<file path="config.mk">
export PLATFORM = sky130hd
export DESIGN_NAME = clk_div_monitor
export DESIGN_NICKNAME = d
export VERILOG_FILES = /design/src/rtl/clk_div_monitor.sv
export SDC_FILE = /design/constraint.sdc
export NUM_CORES = 1
export LEC_CHECK = 0
export ABC_AREA = 1
export ABC_CLOCK_PERIOD_IN_PS = 1740
export BUFFER_PORTS_ARGS = -buffer_cell sky130_fd_sc_hd__buf_4
export CAP_MARGIN = 25
export CORE_AREA = 3 3 66 68
export CTS_BUF_LIST = sky130_fd_sc_hd__clkbuf_16
export DETAILED_ROUTE_END_ITERATION = 16
export DIE_AREA = 0 0 69 71
export HOLD_SLACK_MARGIN = 0.02
export PLACE_DENSITY = 0.7
export SYNTH_ARGS = -nofsm -noshare
export SYNTH_HDL_FRONTEND = slang
export SYNTH_SLANG_ARGS = --single-unit
export TNS_END_PERCENT = 10
</file>
<file path="constraint.sdc">
create_clock -name sys_clk -period 1.74 [get_ports sys_clk]
set_input_delay 0.261 -clock sys_clk [delete_from_list [all_inputs] [get_ports sys_clk]]
set_output_delay 0.261 -clock sys_clk [all_outputs]
set_load 0.1 [all_outputs]
</file>
<file path="src/rtl/clk_div_monitor.sv">
// Divided-clock monitor: measures period/high time of clk_in in sys_clk cycles and flags lock/err/timeout.
// Optional duty-cycle check enabled by defining CLK_DIV_MONITOR_DUTY_CHECK_EN.
module clk_div_monitor #(
    parameter int CNT_W      = 8,
    parameter int EXP_PERIOD = 7,
    parameter int LOCK_CNT   = 4
) (
    input  logic             sys_clk,
    input  logic             sys_rst_n,
    input  logic             clk_in,
    output logic [CNT_W-1:0] period,
    output logic [CNT_W-1:0] high_time,
    output logic             meas_valid,
    output logic             locked,
    output logic             err,
    output logic             timeout,
    output logic [1:0]       dbg_state
);

    typedef enum logic [1:0] {
        S_IDLE = 2'd0,
        S_MEAS = 2'd1,
        S_LOCK = 2'd2
    } state_t;

    localparam logic [CNT_W-1:0] CNT_MAX = {CNT_W{1'b1}};
    localparam logic [CNT_W-1:0] CNT_SAT = CNT_MAX - CNT_W'(1);
    localparam logic [CNT_W-1:0] EXP_P   = CNT_W'(EXP_PERIOD);
    localparam logic [4:0]       LOCK_N  = 5'(LOCK_CNT);

    logic             r_s1, r_s2, r_s3;
    logic [CNT_W-1:0] r_cnt;
    logic [CNT_W-1:0] r_hi_shadow;
    logic [CNT_W-1:0] r_period;
    logic [CNT_W-1:0] r_high_time;
    logic             r_meas_valid;
    logic             r_err;
    logic             r_timeout;
    logic [3:0]       r_match;
    state_t           r_state;

    logic             w_rise;
    logic             w_fall;
    logic             w_sat;
    logic [CNT_W-1:0] w_meas_p;
    logic             w_match;
    state_t           w_state_nxt;
    logic [3:0]       w_match_nxt;
    logic             w_mv_nxt;
    logic             w_err_nxt;
    logic             w_to_nxt;

    assign w_rise   = r_s2 & ~r_s3;
    assign w_fall   = ~r_s2 & r_s3;
    // Saturation is flagged on the cycle the counter reaches its maximum.
    assign w_sat    = (r_cnt == CNT_SAT);
    assign w_meas_p = r_cnt + CNT_W'(1);

`ifdef CLK_DIV_MONITOR_DUTY_CHECK_EN
    localparam logic [CNT_W-1:0] HALF_LO = CNT_W'(EXP_PERIOD / 2);
    localparam logic [CNT_W-1:0] HALF_HI = CNT_W'((EXP_PERIOD + 1) / 2);
    assign w_match = (w_meas_p == EXP_P) &&
                     ((r_hi_shadow == HALF_LO) || (r_hi_shadow == HALF_HI));
`else
    assign w_match = (w_meas_p == EXP_P);
`endif

    always_comb begin
        w_state_nxt = r_state;
        w_match_nxt = r_match;
        w_mv_nxt    = 1'b0;
        w_err_nxt   = 1'b0;
        w_to_nxt    = 1'b0;
        if ((r_state != S_IDLE) && w_sat) begin
            w_to_nxt    = 1'b1;
            w_match_nxt = 4'd0;
            w_state_nxt = S_IDLE;
        end else if (w_rise) begin
            if (r_state == S_IDLE) begin
                w_state_nxt = S_MEAS;
            end else begin
                w_mv_nxt = 1'b1;
                if (w_match) begin
                    if (({1'b0, r_match} + 5'd1) >= LOCK_N) begin
                        w_match_nxt = LOCK_N[3:0];
                        w_state_nxt = S_LOCK;
                    end else begin
                        w_match_nxt = r_match + 4'd1;
                    end
                end else begin
                    w_err_nxt   = 1'b1;
                    w_match_nxt = 4'd0;
                    w_state_nxt = S_MEAS;
                end
            end
        end
    end

    always_ff @(posedge sys_clk or negedge sys_rst_n) begin
        if (!sys_rst_n) begin
            r_s1         <= 1'b0;
            r_s2         <= 1'b0;
            r_s3         <= 1'b0;
            r_cnt        <= '0;
            r_hi_shadow  <= '0;
            r_period     <= '0;
            r_high_time  <= '0;
            r_meas_valid <= 1'b0;
            r_err        <= 1'b0;
            r_timeout    <= 1'b0;
            r_match      <= 4'd0;
            r_state      <= S_IDLE;
        end else begin
            r_s1 <= clk_in;
            r_s2 <= r_s1;
            r_s3 <= r_s2;
            if (w_rise) begin
                r_cnt <= '0;
            end else if (r_cnt != CNT_MAX) begin
                r_cnt <= w_meas_p;
            end
            if (w_fall) begin
                r_hi_shadow <= (r_cnt == CNT_MAX) ? CNT_MAX : w_meas_p;
            end
            if (w_mv_nxt) begin
                r_period    <= w_meas_p;
                r_high_time <= r_hi_shadow;
            end
            r_meas_valid <= w_mv_nxt;
            r_err        <= w_err_nxt;
            r_timeout    <= w_to_nxt;
            r_match      <= w_match_nxt;
            r_state      <= w_state_nxt;
        end
    end

    assign period     = r_period;
    assign high_time  = r_high_time;
    assign meas_valid = r_meas_valid;
    assign err        = r_err;
    assign timeout    = r_timeout;
    assign locked     = (r_state == S_LOCK);
    assign dbg_state  = r_state;

endmodule

</file>
==> impl_metrics.ini, run 1 <==
[synth]
synthFlopType = dfrtp_1
syn_area_per_cell_um2 = 8.90
yosys-top-cells-area = dfrtp_1 57%, nand2_1 11%, inv_1 5.5%, o21ai_1 3.6%, nor2_1 3.3%
synth_largest_area_cell = dfrtp_1
syn_nets = 223
synth_top_area_share_pct = 57.3
yosysWarningCount = 0
synthCells = 216
ys_ff_latch = 44
synthMostInstantiatedCell = nand2_1
synth.top_cells.by_count = 58 x nand2_1, 44 x dfrtp_1, 28 x inv_1, 17 x nor2_1, 14 x o21ai_1
synth_edf_count = 0
seq_area_frac_synth_pct = 57.3
syn-cell-area_mm2 = 0.00192
async_flop_share_pct = 100
synth_cell_type_count = 24

[detailed_routing]
via_count = 1485
drc = 0
drt-pass1-iter-count = 4
detail-route-antenna-nets = 0
dr.first_iter.drc_count = 100
wl_per_cell_um = 12.9
routed_wl_um = 3910
avgViaCountPerCell = 4.92

[power]
peakVddDrop_v = 0.000667
p_leak_nw = 1.22
powerDensity_mw_per_mm2 = 1480

[clock_network]
h-tree-depth = 2
cts_tree = done
insertion_delay_ns = 0.28
cts-buffers-inserted = 5
cts.clk_slew.worst_paths_ns = 0.06
numClockSinks = 44
cts_buffer_depth = 2
root_buffer = clkbuf_16

[floorplan]
rows = 23
die_h_um = 71
core_area_mm2 = 0.00391
ios = 25
design.die.area_mm2 = 0.00490
start_util_pct = 49.1
die_w_um = 69

[worst_hold_path]
hp-class = primary input to flip-flop
hold_start = clk_in

[worst_setup_path]
cp.arrival_ns = 1.83
rr_startpoint = r_cnt[0]
crit_start = r_cnt[0]
path_cells = inv_2 -> ha_1 -> nand3_1 -> inv_1 -> nand2_2 -> nor2_4 -> nor2_4 -> buf_6 -> nand2_8 -> nand2_1 -> o21ai_1
cp.required_ns = 1.91
cpPeakStageDelay_ns = 0.41
critPathLaunchType = flip-flop
cp_slowest_cell = dfrtp_2
cp_max_fo = 8
crit_type = flip-flop to flip-flop
end_kind = flip-flop
cp_common_cell = nor2_4

[grt]
track_usage_pct = 16.6
grt_start_max_net_pins = 45
antenna_found_initial = 0
grt_pass1_wl_um = 6470
first_global_vias = 1366
grt-ovfl-total = 0

[placement]
place_congestion = 0.875
preCtsSetupSlack_ns = 0.0286
placement.io_buffers = 24
place_area_mm2 = 0.00215
hpwlAfterDp_um = 2400

[timing]
worst_slack_ns = 0.0778
drv_slew = 0
final.setup.tns_ns = 0
fin_skew_ns = 0.00355
max_slew_margin_pct = 63.7
fin_crit_sh_pct = 95.5
hold_viol_final = 0
finalSetupViolCount = 0
hold_ws_ns = 0.0858
worst_slew_pin_slew_ns = 0.545
max_freq_ghz = 0.602
fin_crit_ns = 1.66

[outcome]
status = finished, final reports clean

[run]
maxCapViolations = 0

[final_layout]
syn_to_final_growth_pct = 26.4
antenna_cells = 0
layout-drive-gt1-share_pct = 24.6
final_net_count = 258
final_cell_area_mm2 = 0.00243
fin_util_pct = 62.1
## state kept, by name, summed over array words and instances (netlist names)
register,flops
r_match,4
r_s2,1
r_s3,1
period,8
high_time,8
err,1
r_cnt,8
r_s1,1
r_hi_shadow,8
meas_valid,1
timeout,1
dbg_state,2
## routing by layer
| layer | wire length (um) | GRT usage [%] | vias to the layer above |
|---|---|---|---|
| li1 | - | - | 753 |
| met4 | 77 | 7.16 | 0 |
| met3 | 164 | 4.26 | 8 |
| met5 | 0 | 0 | - |
| met2 | 1840 | 24.4 | 40 |
| met1 | 1830 | 23.5 | 684 |
## logic make-up (layout without fill, tap and decap cells)
| kind of cell | Yosys count | after routing | synth area share, % |
|---|---|---|---|
| adders and majority gates | 4 | 4 | 2.60 |
| buffers and inverters | 34 | 67 | 7.81 |
| xor gates and xnor gates | 1 | 1 | 0.456 |
| DFF | 44 | 44 | 57.3 |
| and+or+nand+nor | 94 | 97 | 21.2 |
| AOI/OAI and AO/OA | 39 | 39 | 10.7 |
## path summary, 6_finish.rpt
kind                                      to  slack, ns  cells past startpoint
worst max-delay path            high_time[0]       0.08                     11
worst min-delay path                    r_s1       0.09                      1
worst max register to register  high_time[0]       0.08                     11
worst min register to register          r_s2       0.35                      0
max in group asynchronous       dbg_state[1]       0.84                      2
min in group asynchronous       high_time[3]       0.50                      2
## report_power, final
| group | internal (W) | switching, W | total, W |
|---|---|---|---|
| clock network | 0.000669 | 0.000368 | 0.00104 |
| registers | 0.00119 | 0.000130 | 0.00132 |
| logic | 0.000276 | 0.000977 | 0.00125 |
| total | 0.00213 | 0.00147 | 0.00361 |
## stage by stage
step           cells  total power [W]
5_1_grt          302          0.00377
6_report         302          0.00361
3_3_place_gp     288          0.00251
4_1_cts          298          0.00357
3_5_place_dp     288          0.00252
2_1_floorplan    216          0.00224
## final cells by class
class                      instances  area, um2
inverter                          29        109
clock buffer                       5        125
timing repair buffer              30        244
sequential                        44       1100
tap                               50       62.6
fill                             346       1490
clock inverter                     3       38.8
multi-input combinational        141        744
## cells in the final DEF, fill, tap and decap left out, types with 2 or more instances in the layout
cell and n:
a21oi_1 8, a31oi_1 3, buf_4 27, clkbuf_16 5
dfrtp_1 41, dfrtp_2 3, ha_1 3, inv_1 27
inv_2 3, nand2_1 58, nand2_2 2, nand2_4 3
nand3_1 9, nor2_1 14, nor2_2 3, nor2_4 3
o21ai_0 11, o21ai_1 12, o21ai_2 3
## repair_timing
item                                    4_1_cts  5_1_grt
hold endpoints to repair                     44        0
pin swaps                                     1        2
resized for setup                             2       14
setup buffers                                 0        2
endpoints found under the setup margin        1       21
gates cloned                                  1        2
hold buffers                                  1        0
## worst max-delay path, delay by kind of cell (launching register included)
kind / cells / cell delay (ns)
AO/OA/AOI/OAI: 1 / 0.07
buffers and inverters: 3 / 0.25
adder cells (fa/ha/maj): 1 / 0.21
flip-flops: 1 / 0.41
AND/OR/NAND/NOR: 6 / 0.60
Note: power is estimated with default switching activity, not from simulation.
==> run 2, diff against run 1 <==
--- a/constraint.sdc
+++ b/constraint.sdc
@@ -3,2 +3,2 @@
 set_output_delay 0.261 -clock sys_clk [all_outputs]
-set_load 0.1 [all_outputs]
+set_load 0.05 [all_outputs]
==> run 2 against run 1 <==
Effect of this change:
- total power shrank 9.9%
- clock power is essentially flat
- sequential share of layout area grew 0.56 points
- register-to-register slack lost 0.02 ns
- via count grew 0.67%
- maximum frequency shrank 1.2%
- utilization shrank 0.90 points
- sequential power is essentially flat
- worst hold slack lost 0.0052 ns
==> impl_metrics.ini, run 2 (same netlist as run 1, synthesis figures left out) <==
[timing]
fin_crit_sh_pct = 96.6
fin_skew_ns = 0.00463
max_freq_ghz = 0.595
drv_slew = 0
hold_viol_final = 0
fin_crit_ns = 1.68
finalSetupViolCount = 0
rsz0062_at_grt = yes
worst_slew_pin_slew_ns = 0.535
max_slew_margin_pct = 64.3
hold_ws_ns = 0.0806
final.setup.tns_ns = 0

[power]
finalPower_w = 0.00325
powerDensity_mw_per_mm2 = 1360
p_leak_nw = 1.22
peakVddDrop_v = 0.000753

[clock_network]
cts_tree = done
cts.clk_slew.worst_paths_ns = 0.06
h-tree-depth = 2
cts-buffers-inserted = 5
insertion_delay_ns = 0.28
numClockSinks = 44
root_buffer = clkbuf_16
cts_buffer_depth = 2

[worst_setup_path]
path_cells = ha_1 -> nand2_1 -> nor2_1 -> nand3_1 -> nand2_1 -> nor2_1 -> nand2_1 -> inv_2 -> nand3_2 -> nand2_1
cp_max_fo = 6
cp_slowest_cell = dfrtp_1
cp.arrival_ns = 1.85
cp.required_ns = 1.91
cp_common_cell = nand2_1
end_kind = flip-flop
critPathLaunchType = flip-flop
crit_type = flip-flop to flip-flop
cpPeakStageDelay_ns = 0.44

[floorplan]
rows = 23
core_area_mm2 = 0.00391
die_h_um = 71
start_util_pct = 49.1
die_w_um = 69
design.die.area_mm2 = 0.00490
ios = 25

[detailed_routing]
drc = 0
wl_per_cell_um = 12.7
routed_wl_um = 3820
drt-pass1-iter-count = 4
detail-route-antenna-nets = 0
via_count = 1495
dr.first_iter.drc_count = 145
avgViaCountPerCell = 4.95

[grt]
first_global_vias = 1420
grt_start_max_net_pins = 45
grt-ovfl-total = 0
antenna_found_initial = 0
grt_pass1_wl_um = 6380
track_usage_pct = 16.2

[final_layout]
antenna_cells = 0
final_cell_mix = 57 x nand2_1, 43 x dfrtp_1, 30 x buf_4, 28 x inv_1, 17 x nor2_1
final_cells = 302
final_net_count = 258
final_common_cell = nand2_1
syn_to_final_growth_pct = 24.5
layout-drive-gt1-share_pct = 21.4
final_cell_area_mm2 = 0.00239
fillers = 335

[outcome]
status = finished, final reports clean

[worst_hold_path]
hp-class = primary input to flip-flop

[placement]
place_area_mm2 = 0.00217
placement.io_buffers = 24
dpl.cell_count = 290
place_congestion = 0.961
hpwlAfterDp_um = 2510

[run]
maxCapViolations = 0
## run 2: final timing paths
path,startpoint,to,slack (ns),cells past startpoint
max,r_cnt[1],dbg_state[1],0.06,10
min,clk_in,r_s1,0.08,1
max reg2reg,r_cnt[1],dbg_state[1],0.06,10
min reg2reg,r_s1,r_s2,0.35,0
max in group asynchronous,sys_rst_n,r_cnt[0],0.85,2
min in group asynchronous,sys_rst_n,high_time[2],0.50,2
## run 2: worst max-delay path: cells and delay by family (launching register included)
kind                     cells  cell delay [ns]
adder cells (fa/ha/maj)      1             0.25
buffers and inverters        1             0.07
flip-flops                   1             0.44
AND/OR/NAND/NOR              8             0.81
## run 2: final cells by class
| cell class | count | area (um2) | share of cell area [%] |
|---|---|---|---|
| clock buffers | 5 | 125 | 5.23 |
| clock inverters | 3 | 38.8 | 1.62 |
| inverters | 29 | 109 | 4.55 |
| multi-input cells | 138 | 676 | 28.2 |
| flip-flops and latches | 44 | 1100 | 46.1 |
| well taps | 50 | 62.6 | 2.61 |
| repair buffers | 33 | 280 | 11.7 |
## run 2: repair_timing
action	CTS	global route
endpoints found under the setup margin	2	21
setup buffers	0	2
gates cloned	0	1
endpoints found under the hold margin	44	0
gates resized for setup	1	3
pin swaps	0	1
hold buffers	1	0
## run 2: per-layer routing
metal | part of all wire (%) | wire length, um | vias up | global-route usage (%)
met5 | 0 | 0 | - | 0
met4 | 3.2 | 121 | 0 | 9.11
met3 | 3.3 | 127 | 12 | 2.98
met2 | 46 | 1770 | 34 | 25.6
met1 | 47 | 1800 | 698 | 21.1
li1 | - | - | 751 | -
## run 2: per-stage QoR
step / util (%) / setup WS, ns
global placement: 55.5 / 0.0877
finish: 61.2 / 0.0584
floorplan: - / 0.0916
detailed placement: 55.5 / 0.0546
CTS: 60.0 / 0.0543
global route: 61.2 / -0.0212
## run 2: power by group
| part | internal (W) | leakage, nW | switching [W] |
|---|---|---|---|
| logic | 0.000284 | 0.558 | 0.000608 |
| clock network | 0.000669 | 0.0850 | 0.000376 |
| registers | 0.00118 | 0.576 | 0.000127 |
